[config.mk]
export PLATFORM = sky130hd
export DESIGN_NAME = turn_scheduler
export DESIGN_NICKNAME = d
export VERILOG_FILES = /design/src/rtl/turn_scheduler.sv
export SDC_FILE = /design/constraint.sdc
export NUM_CORES = 1
export LEC_CHECK = 0
export ABC_CLOCK_PERIOD_IN_PS = 3710
export CAP_MARGIN = 30
export CORE_UTILIZATION = 48
export CTS_BUF_LIST = sky130_fd_sc_hd__clkbuf_16
export DETAILED_ROUTE_END_ITERATION = 10
export GPL_TIMING_DRIVEN = 0
export PLACE_DENSITY = 0.85
export RECOVER_POWER = 50
export SETUP_SLACK_MARGIN = 0.1
export SLEW_MARGIN = 10
export SYNTH_ARGS = -nofsm -noshare
export SYNTH_HDL_FRONTEND = slang
export SYNTH_SLANG_ARGS = --single-unit
[constraint.sdc]
create_clock -name clk_100M -period 3.71 [get_ports clk_100M]
set_input_delay 0.371 -clock clk_100M [delete_from_list [all_inputs] [get_ports clk_100M]]
set_output_delay 0.371 -clock clk_100M [all_outputs]
set_load 0.05 [all_outputs]
[src/rtl/turn_scheduler.sv]
// Turn sequencer for a Generals match. It rotates through the alive players and
// enforces a per-turn timeout. It also emits a growth tick per rotation and detects the end of the game.
module turn_scheduler #(
  parameter int MAX_PLAYER_CNT      = 7,
  parameter int LOG2_MAX_PLAYER_CNT = $clog2(MAX_PLAYER_CNT + 1),
  parameter int LOG2_MAX_ROUND      = 12,
  parameter int TIMER_WIDTH         = 32,
  parameter int TURN_CYCLES         = 1_000_000_000
) (
  input  logic                           clk_100M,
  input  logic                           reset_n,
  input  logic                           start,
  input  logic [MAX_PLAYER_CNT-1:0]      alive,
  input  logic                           move_done,
  output logic [LOG2_MAX_PLAYER_CNT-1:0] current_player,
  output logic [LOG2_MAX_PLAYER_CNT-1:0] next_player,
  output logic [LOG2_MAX_ROUND-1:0]      round,
  output logic [TIMER_WIDTH-1:0]         turn_timer,
  output logic                           turn_start,
  output logic                           turn_timeout,
  output logic                           round_end,
  output logic                           game_over,
  output logic [LOG2_MAX_PLAYER_CNT-1:0] winner
);

  typedef logic [LOG2_MAX_PLAYER_CNT-1:0] player_t;
  typedef struct packed {
    logic    wrap;
    player_t idx;
  } step_t;
  typedef enum logic [1:0] {S_IDLE, S_ACTIVE, S_GROW, S_OVER} state_t;

  localparam logic [TIMER_WIDTH-1:0]    TIMER_RELOAD = TIMER_WIDTH'(TURN_CYCLES - 1);
  localparam logic [LOG2_MAX_ROUND-1:0] ROUND_MAX    = '1;

  // Lowest alive player above p. If there is none, the result wraps to the lowest alive player.
  function automatic step_t nxt(input player_t p, input logic [MAX_PLAYER_CNT-1:0] a);
    step_t   s;
    player_t first;
    first  = '0;
    s.wrap = 1'b1;
    s.idx  = '0;
    for (int i = MAX_PLAYER_CNT; i >= 1; i--) begin
      if (a[i-1]) begin
        first = player_t'(i);
        if (i > int'(p)) begin
          s.idx  = player_t'(i);
          s.wrap = 1'b0;
        end
      end
    end
    if (s.wrap) s.idx = first;
    return s;
  endfunction

  state_t                   state, state_d;
  player_t                  current_player_d, next_player_d, winner_d, grow_next, grow_next_d;
  logic [LOG2_MAX_ROUND-1:0] round_d;
  logic [TIMER_WIDTH-1:0]   turn_timer_d;
  logic                     turn_start_d, round_end_d, game_over_d, grow_draw, grow_draw_d;

  logic    cur_alive, few_alive, turn_end, load, go_over;
  player_t first_alive, load_player, over_winner;
  step_t   cur_step;

  always_comb begin
    cur_alive = 1'b0;
    for (int i = 1; i <= MAX_PLAYER_CNT; i++) begin
      if (current_player == player_t'(i)) cur_alive = alive[i-1];
    end
  end

  assign few_alive    = $countones(alive) <= 1;
  assign first_alive  = nxt('0, alive).idx;
  assign cur_step     = nxt(current_player, alive);
  // Priority is move > elimination > timeout, so the pulse fires only when the timer alone ends the turn.
  assign turn_end     = move_done || !cur_alive || (turn_timer == '0);
  assign turn_timeout = (state == S_ACTIVE) && (turn_timer == '0) && !move_done && cur_alive;

  // NOTE: every variable assigned below receives a default first, so no path can infer a latch.
  always_comb begin
    state_d          = state;
    current_player_d = current_player;
    next_player_d    = next_player;
    round_d          = round;
    turn_timer_d     = turn_timer;
    turn_start_d     = 1'b0;
    round_end_d      = 1'b0;
    game_over_d      = game_over;
    winner_d         = winner;
    grow_next_d      = grow_next;
    grow_draw_d      = grow_draw;
    load             = 1'b0;
    load_player      = '0;
    go_over          = 1'b0;
    over_winner      = '0;

    unique case (state)
      S_IDLE, S_OVER: begin
        if (start) begin
          if (few_alive) begin
            go_over     = 1'b1;
            over_winner = first_alive;
          end else begin
            state_d     = S_ACTIVE;
            load        = 1'b1;
            load_player = first_alive;
            round_d     = LOG2_MAX_ROUND'(1);
            winner_d    = '0;
            game_over_d = 1'b0;
          end
        end
      end
      S_ACTIVE: begin
        if (!turn_end) begin
          turn_timer_d = turn_timer - TIMER_WIDTH'(1);
        end else if (few_alive) begin
          go_over     = 1'b1;
          over_winner = first_alive;
        end else if (cur_step.wrap) begin
          state_d     = S_GROW;
          round_end_d = 1'b1;
          grow_next_d = cur_step.idx;
          grow_draw_d = (round == ROUND_MAX);
          if (round != ROUND_MAX) round_d = round + LOG2_MAX_ROUND'(1);
        end else begin
          load        = 1'b1;
          load_player = cur_step.idx;
        end
      end
      S_GROW: begin
        if (grow_draw) begin
          go_over = 1'b1;
        end else begin
          state_d     = S_ACTIVE;
          load        = 1'b1;
          load_player = grow_next;
        end
      end
      default: state_d = S_IDLE;
    endcase

    if (load) begin
      current_player_d = load_player;
      next_player_d    = nxt(load_player, alive).idx;
      turn_timer_d     = TIMER_RELOAD;
      turn_start_d     = 1'b1;
    end
    if (go_over) begin
      state_d          = S_OVER;
      game_over_d      = 1'b1;
      winner_d         = over_winner;
      current_player_d = '0;
      next_player_d    = '0;
      turn_timer_d     = '0;
    end
  end

  // NOTE: state is written with non-blocking assignments only. Every register resets because all of them feed outputs.
  always_ff @(posedge clk_100M or negedge reset_n) begin
    if (!reset_n) begin
      state          <= S_IDLE;
      current_player <= '0;
      next_player    <= '0;
      round          <= '0;
      turn_timer     <= '0;
      turn_start     <= 1'b0;
      round_end      <= 1'b0;
      game_over      <= 1'b0;
      winner         <= '0;
      grow_next      <= '0;
      grow_draw      <= 1'b0;
    end else begin
      state          <= state_d;
      current_player <= current_player_d;
      next_player    <= next_player_d;
      round          <= round_d;
      turn_timer     <= turn_timer_d;
      turn_start     <= turn_start_d;
      round_end      <= round_end_d;
      game_over      <= game_over_d;
      winner         <= winner_d;
      grow_next      <= grow_next_d;
      grow_draw      <= grow_draw_d;
    end
  end

endmodule

==> flow_metrics.py, run 1 <==
metrics = {
    "synthesis": {
        "ys_warn_count": 0,
        "yosys_most_used_dff": "sky130_fd_sc_hd__dfrtp_1",
        "number_of_distinct_standard_cells_referenced_by_the_synthesized_netlist": 59,
        "postSynthRegisterBits": 62,
        "edff_count_synth": 0,
        "number_of_nets_produced_by_synthesis": 426,
        "synth_area_per_cell_um2": 9.12,
        "syn-instance-count": 406,
        "netlist_area_um2": 3700,
        "postSynth.asyncResetShare": 1.00,
        "seq_area_frac_synth": 0.419,
    },
    "routing": {
        "number_of_vias_in_the_routed_layout": 3692,
        "drt_pass1_iterations": 5,
        "drt-wirelength-per-cell_um": 18.0,
        "initialDrtViolationCount": 284,
        "drt_drc_violations_left": 0,
        "vias_per_cell": 6.02,
        "wirelength_um": 11000,
        "drt.antenna.violating_nets": 0,
    },
    "final_layout": {
        "layout.cells.most_common": "sky130_fd_sc_hd__dfrtp_1",
        "mostFrequentLayoutCells": "sky130_fd_sc_hd__dfrtp_1, sky130_fd_sc_hd__nor2_1, sky130_fd_sc_hd__a21oi_1, sky130_fd_sc_hd__nand2_1, sky130_fd_sc_hd__clkdlybuf4s50_1",
        "post_route_cells_drive_above_1_share": 0.195,
        "antennaDiodeCount": 0,
        "design_area_um2": 5230,
        "layout.nets": 529,
        "flow.area_growth_from_synthesis_pct": 41.4,
        "finish.utilization": 0.710,
    },
    "grt": {
        "number_of_antenna_violations_at_the_first_check_in_global_routing": 0,
        "grt_pass1_wl_um": 16800,
        "vias_in_the_first_global_route": 3596,
        "grt.overflow.total": 0,
        "track_usage": 0.257,
        "grt_max_degree": 63,
    },
    "status": {
        "status": "finished, violations left",
        "violations": "max-capacitance violations, max-slew violations, negative setup slack",
    },
    "sta": {
        "timing_max_transition_violations_final": 63,
        "slew-limit-headroom": -0.0448,
        "final_min_period_over_clock_period": 1.05,
        "shortest_clock_period_the_worst_path_allows_after_layout_ns": 3.90,
        "clock_skew_ns": 0.00770,
        "max_freq_mhz": 256,
        "fin_worst_setup_slack_ns": -0.189,
        "rsz0062_at_grt": "true",
        "tns_ns": -0.434,
        "finalSetupViolations": 4,
        "hold_viol": 0,
        "tightest_slew_ns": 1.57,
    },
    "worst_setup_path": {
        "cp.required_ns": 3.96,
        "startpoint": "alive[0]",
        "end_kind": "register",
        "reg2reg_from": "turn_timer[6]$_DFFE_PN0P_",
        "rr_worst_depth": 10,
        "critPathMaxFanout": 5,
        "worstPathArrival_ns": 4.15,
        "crit_path_start_kind": "input port",
        "critical_path_class": "in -> reg",
    },
    "floorplan": {
        "die_w_um": 89.8,
        "fp.dieArea_um2": 8070,
        "die_height_um": 89.8,
        "placeableCoreArea_um2": 7370,
        "start_util": 0.502,
        "floorplan.rows": 31,
        "pin_count": 68,
    },
    "placement": {
        "gp_routability_congestion": 0.916,
        "detailedPlacementHpwl_um": 6550,
        "post_dp_cell_area_um2": 4520,
        "buffer_ports.inserted": 67,
    },
    "clocking": {
        "cts.clk_slew.worst_paths_ns": 0.06,
        "cts_root_buf": "sky130_fd_sc_hd__clkbuf_16",
        "numCtsBuffers": 9,
        "cts_tree": "done",
        "hold_buffers": 0,
        "cts_htree_levels": 3,
        "clk-insertion-delay-late_ns": 0.33,
        "cts_max_path_buffers": 2,
        "cts.sinks": 62,
    },
    "power": {
        "power.leakage_uw": 0.00219,
        "max-vdd-ir-drop_uv": 593,
        "power_per_cell_area_nw_per_um2": 867,
    },
    "run": {
        "max_cap_violations": 1,
    },
    "worst_hold_path": {
        "worst_hold_check_path_type": "in -> async",
    },
}
## critical path: stages
cell and delay [ns]:
sky130_fd_sc_hd__buf_8 0.10, sky130_fd_sc_hd__fa_1 0.52, sky130_fd_sc_hd__inv_1 0.05, sky130_fd_sc_hd__fa_1 0.45, sky130_fd_sc_hd__fa_2 0.35, sky130_fd_sc_hd__fa_1 0.53
sky130_fd_sc_hd__nand2_4 0.08, sky130_fd_sc_hd__nand2_1 0.10, sky130_fd_sc_hd__and2_1 0.20, sky130_fd_sc_hd__a21oi_1 0.07, sky130_fd_sc_hd__a21o_1 0.24, sky130_fd_sc_hd__buf_4 0.16
sky130_fd_sc_hd__buf_4 0.13, sky130_fd_sc_hd__nor4b_1 0.40, sky130_fd_sc_hd__a21oi_1 0.08, sky130_fd_sc_hd__and3_1 0.19, sky130_fd_sc_hd__o21ai_1 0.13
## sequential cells by signal, summed over array words and instances (netlist names), 2 cells and up
| name | flops |
|---|---|
| round | 12 |
| state | 2 |
| grow_next | 3 |
| winner | 3 |
| turn_timer | 32 |
| current_player | 3 |
| next_player | 3 |
## metal layers
layer,routed length (um),track usage
met1,4410,0.318
met2,5660,0.438
met5,0,0
met3,654,0.0499
met4,285,0.108
## stage by stage
stage                     hold WS, ns  instances  worst slack (ns)  power [uW]
after floorplan                0.0754        406           -0.0911        2620
after global placement          0.490        572             -1.02        3220
after detailed placement        0.494        572             -1.04        3270
after CTS                       0.163        604            -0.103        4310
after global routing            0.526        613            -0.373        4750
final                           0.426        613            -0.189        4540
## area by class of cell
class | count | area (um2)
Multi-Input combinational cell | 309 | 2180
Fill cell | 495 | 2140
Sequential cell | 62 | 1560
Timing Repair Buffer | 93 | 882
Clock buffer | 9 | 225
Tap cell | 99 | 124
Buffer | 13 | 113
Inverter | 21 | 81.3
Clock inverter | 7 | 65.1
## where the power goes
group,internal [uW],leakage [uW],switching [uW]
sequential,885,0.000764,232
clock,516,0.000147,305
combinational,975,0.00127,1620
total,2380,0.00219,2160
## what timing repair did
| action | 4_1_cts | 5_1_grt |
|---|---|---|
| buffers inserted | 17 | 9 |
| hold endpoints to repair | 0 | 0 |
| pin swaps | 20 | 13 |
| endpoints found under the setup margin | 59 | 54 |
| resized for setup | 44 | 38 |
## worst paths after layout
kind | endpoint | slack, ns
worst max-delay path | next_player[0]$_DFFE_PN0P_ | -0.19
worst max register to register | next_player[1]$_DFFE_PN0P_ | -0.17
worst min-delay path | current_player[0]$_DFFE_PN0P_ | 0.43
max in group asynchronous | turn_timer[8]$_DFFE_PN0P_ | 2.23
worst min register to register | grow_next[1]$_DFFE_PN0P_ | 0.51
min in group clk_100M | grow_next[1]$_DFFE_PN0P_ | 0.51
## cell families (layout without fill, tap and decap cells)
group,count (synthesis),count (layout),synth area share
AO/OA/AOI/OAI,98,98,0.178
XOR/XNOR,36,36,0.0852
adder cells (fa/ha/maj),9,9,0.0385
buffers and inverters,35,143,0.0419
flip-flops,62,62,0.419
multiplexers,4,4,0.0152
AND/OR/NAND/NOR,162,162,0.222
## Yosys cell counts, types with 10 or more instances
| master | count | share of area |
|---|---|---|
| sky130_fd_sc_hd__dfrtp_1 | 62 | 0.42 |
| sky130_fd_sc_hd__nor2_1 | 42 | 0.043 |
| sky130_fd_sc_hd__a21oi_1 | 40 | 0.054 |
| sky130_fd_sc_hd__nand2_1 | 40 | 0.041 |
| sky130_fd_sc_hd__inv_1 | 21 | 0.021 |
| sky130_fd_sc_hd__o21ai_0 | 19 | 0.026 |
| sky130_fd_sc_hd__xnor2_1 | 19 | 0.045 |
| sky130_fd_sc_hd__xor2_1 | 17 | 0.040 |
| sky130_fd_sc_hd__nor3_1 | 10 | 0.014 |
| sky130_fd_sc_hd__nor4_1 | 10 | 0.017 |
No activity file was read; power rests on OpenSTA's default activity.
==> inputs of run 2 (changes only) <==
- RECOVER_POWER: 50 -> default
==> run 2 against run 1 <==
Compared with the run above:
- the flow finishes with violations (negative setup slack)
- cell area about the same
- hold slack worse by 0.30 ns
- via count increased by 0.41%
- cell count unchanged
- first-iteration DRC count shrank 6.3%
- sequential cell count is the same
- combinational power about the same
- register-to-register slack barely moved
- sequential share of layout area barely moved
- critical path depth stayed put
- clock power about the same
- non-clock buffer count unchanged
==> flow_metrics.py, run 2 (same netlist as run 1, synthesis figures left out) <==
metrics = {
    "clocking": {
        "numCtsBuffers": 9,
        "cts_htree_levels": 3,
        "cts.sinks": 62,
        "cts_root_buf": "sky130_fd_sc_hd__clkbuf_16",
        "hold_buffers": 0,
        "cts_tree": "done",
        "cts.clk_slew.worst_paths_ns": 0.06,
        "cts_max_path_buffers": 2,
        "clk-insertion-delay-late_ns": 0.33,
    },
    "grt": {
        "grt.overflow.total": 0,
        "number_of_antenna_violations_at_the_first_check_in_global_routing": 0,
        "gr_met1_demand_resource": 0.318,
        "grt.met3_usage": 0.0499,
        "grt_pass1_wl_um": 16800,
        "global_route.usage.met2": 0.438,
        "track_usage": 0.257,
        "vias_in_the_first_global_route": 3596,
        "grt_most_used_layer": "met2",
        "grt_max_degree": 63,
    },
    "floorplan": {
        "die_w_um": 89.8,
        "die_height_um": 89.8,
        "placeableCoreArea_um2": 7370,
        "pin_count": 68,
        "start_util": 0.502,
        "fp.dieArea_um2": 8070,
        "floorplan.rows": 31,
    },
    "routing": {
        "initialDrtViolationCount": 266,
        "drt_pass1_iterations": 5,
        "vias_per_cell": 6.05,
        "drt-wirelength-per-cell_um": 18.0,
        "wirelength_um": 11000,
        "number_of_vias_in_the_routed_layout": 3707,
        "drt.antenna.violating_nets": 0,
        "drt_drc_violations_left": 0,
    },
    "final_layout": {
        "regMostFlops": "turn_timer",
        "final_cell_count_no_fill": 613,
        "mostFrequentLayoutCells": "sky130_fd_sc_hd__clkdlybuf4s50_1, sky130_fd_sc_hd__dfrtp_1, sky130_fd_sc_hd__nor2_1, sky130_fd_sc_hd__a21oi_1, sky130_fd_sc_hd__nand2_1",
        "post_route_cells_drive_above_1_share": 0.195,
        "layout.cells.most_common": "sky130_fd_sc_hd__clkdlybuf4s50_1",
        "largest_reg_flops": 32,
        "reg_top3": "turn_timer (32), round (12)",
        "layout.filler_cells": 495,
        "layout.nets": 529,
        "multiInputGateArea_um2": 2180,
        "flow.area_growth_from_synthesis_pct": 41.4,
        "regArea_um2": 1560,
        "antennaDiodeCount": 0,
    },
    "power": {
        "power_per_cell_area_nw_per_um2": 872,
        "power.leakage_uw": 0.00215,
        "max-vdd-ir-drop_uv": 607,
    },
    "worst_setup_path": {
        "crit_path_start_kind": "input port",
        "end_kind": "register",
        "worstPathArrival_ns": 4.16,
        "crit_path_max_incr_delay_ns": 0.53,
        "critical_path_cell_by_cell": "buf_8 -> fa_1 -> inv_1 -> fa_1 -> fa_2 -> fa_1 -> nand2_4 -> nand2_1 -> and2_1 -> a21oi_1 -> a21o_1 -> buf_4 -> buf_4 -> nor4b_1 -> a21oi_1 -> and3_1 -> o21ai_1",
        "crit_path_slowest_cell": "sky130_fd_sc_hd__fa_1",
        "critical-path-top-cell-by-count": "sky130_fd_sc_hd__fa_1",
        "critPathMaxFanout": 5,
        "cp_num_buf_inv": 4,
        "critical-path-top-delay-family": "adder cells",
        "cp.required_ns": 3.97,
        "critical_path_class": "in -> reg",
    },
    "sta": {
        "fin_worst_setup_slack_ns": -0.191,
        "tightest_slew_ns": 0.821,
        "shortest_clock_period_the_worst_path_allows_after_layout_ns": 3.90,
        "rsz0062_at_grt": "true",
        "final_min_period_over_clock_period": 1.05,
        "hold_viol": 0,
        "clock_skew_ns": 0.00902,
        "finalSetupViolations": 4,
        "timing_max_transition_violations_final": 0,
        "max_freq_mhz": 256,
        "slew-limit-headroom": 0.453,
        "worst_hold_slack_ns": 0.122,
    },
    "placement": {
        "placement.setup.worst_slack_ns": -1.04,
        "buffer_ports.inserted": 67,
        "detailedPlacementHpwl_um": 6550,
        "gp_routability_congestion": 0.916,
        "dpl.cell_count": 572,
    },
    "status": {
        "violations": "negative setup slack",
        "status": "finished, violations left",
    },
    "run": {
        "max_cap_violations": 0,
    },
    "worst_hold_path": {
        "worst_hold_check_path_type": "in -> async",
    },
}
## run 2: changes by cell type in the layout (fill, tap and decap cells not counted)
| cell | change |
|---|---|
| sky130_fd_sc_hd__clkdlybuf4s50_1 | +25 |
| sky130_fd_sc_hd__dlygate4sd3_1 | -25 |
| sky130_fd_sc_hd__buf_4 | +1 |
| sky130_fd_sc_hd__clkbuf_2 | -1 |
## run 2: layer usage
metal,wire length [um],vias to the layer above
met5,0,-
met4,379,0
met3,665,45
met2,5530,177
met1,4460,1833
li1,-,1652
## run 2: through the flow
step | area [um2] | total power, uW | setup TNS, ns | utilization
2_1_floorplan | 3720 | 2620 | -0.106 | -
3_3_place_gp | 4520 | 3220 | -35.42 | 0.613
3_5_place_dp | 4520 | 3270 | -36.53 | 0.613
4_1_cts | 5040 | 4310 | -0.256 | 0.683
5_1_grt | 5240 | 4780 | -0.974 | 0.711
6_report | 5240 | 4570 | -0.439 | 0.711
## run 2: layout make-up
cell class | count | area share
Multi-Input combinational cell | 309 | 0.417
Sequential cell | 62 | 0.298
Timing Repair Buffer | 93 | 0.169
Clock buffer | 9 | 0.0430
Tap cell | 99 | 0.0237
Buffer | 13 | 0.0215
Inverter | 21 | 0.0155
Clock inverter | 7 | 0.0124
## run 2: final timing paths
path                                            from                       endpoint  slack [ns]  cells past startpoint
setup / recovery                            alive[0]     next_player[0]$_DFFE_PN0P_       -0.19                     17
hold / removal                               reset_n  current_player[0]$_DFFE_PN0P_        0.12                      1
setup reg to reg           turn_timer[6]$_DFFE_PN0P_     next_player[1]$_DFFE_PN0P_       -0.17                     10
hold reg to reg             grow_next[1]$_DFFE_PN0P_       grow_next[1]$_DFFE_PN0P_        0.51                      1
max in group asynchronous                    reset_n      turn_timer[8]$_DFFE_PN0P_        2.98                      1
min in group clk_100M       grow_next[1]$_DFFE_PN0P_       grow_next[1]$_DFFE_PN0P_        0.51                      1
## run 2: power by group
part           switching, uW  total [uW]  leakage [uW]  internal [uW]
Combinational           1620        2620       0.00124           1000
Sequential               236        1120      0.000764            885
Clock                    305         820      0.000147            515
## run 2: worst register-to-register path: stages (launching register included)
cell	delay, ns
sky130_fd_sc_hd__dfrtp_2	0.43
sky130_fd_sc_hd__or4_4	0.56
sky130_fd_sc_hd__or4_4	0.53
sky130_fd_sc_hd__or4_4	0.57
sky130_fd_sc_hd__buf_6	0.17
sky130_fd_sc_hd__a221o_1	0.40
sky130_fd_sc_hd__o21ai_4	0.28
sky130_fd_sc_hd__inv_2	0.10
sky130_fd_sc_hd__a211oi_4	0.29
sky130_fd_sc_hd__nand3_1	0.13
sky130_fd_sc_hd__a32o_1	0.30
## run 2: timing repair
item | 4_1_cts | 5_1_grt
resized for setup | 44 | 38
pin swaps | 20 | 13
cloned | 0 | 0
setup buffers | 17 | 9
endpoints found under the setup margin | 59 | 54
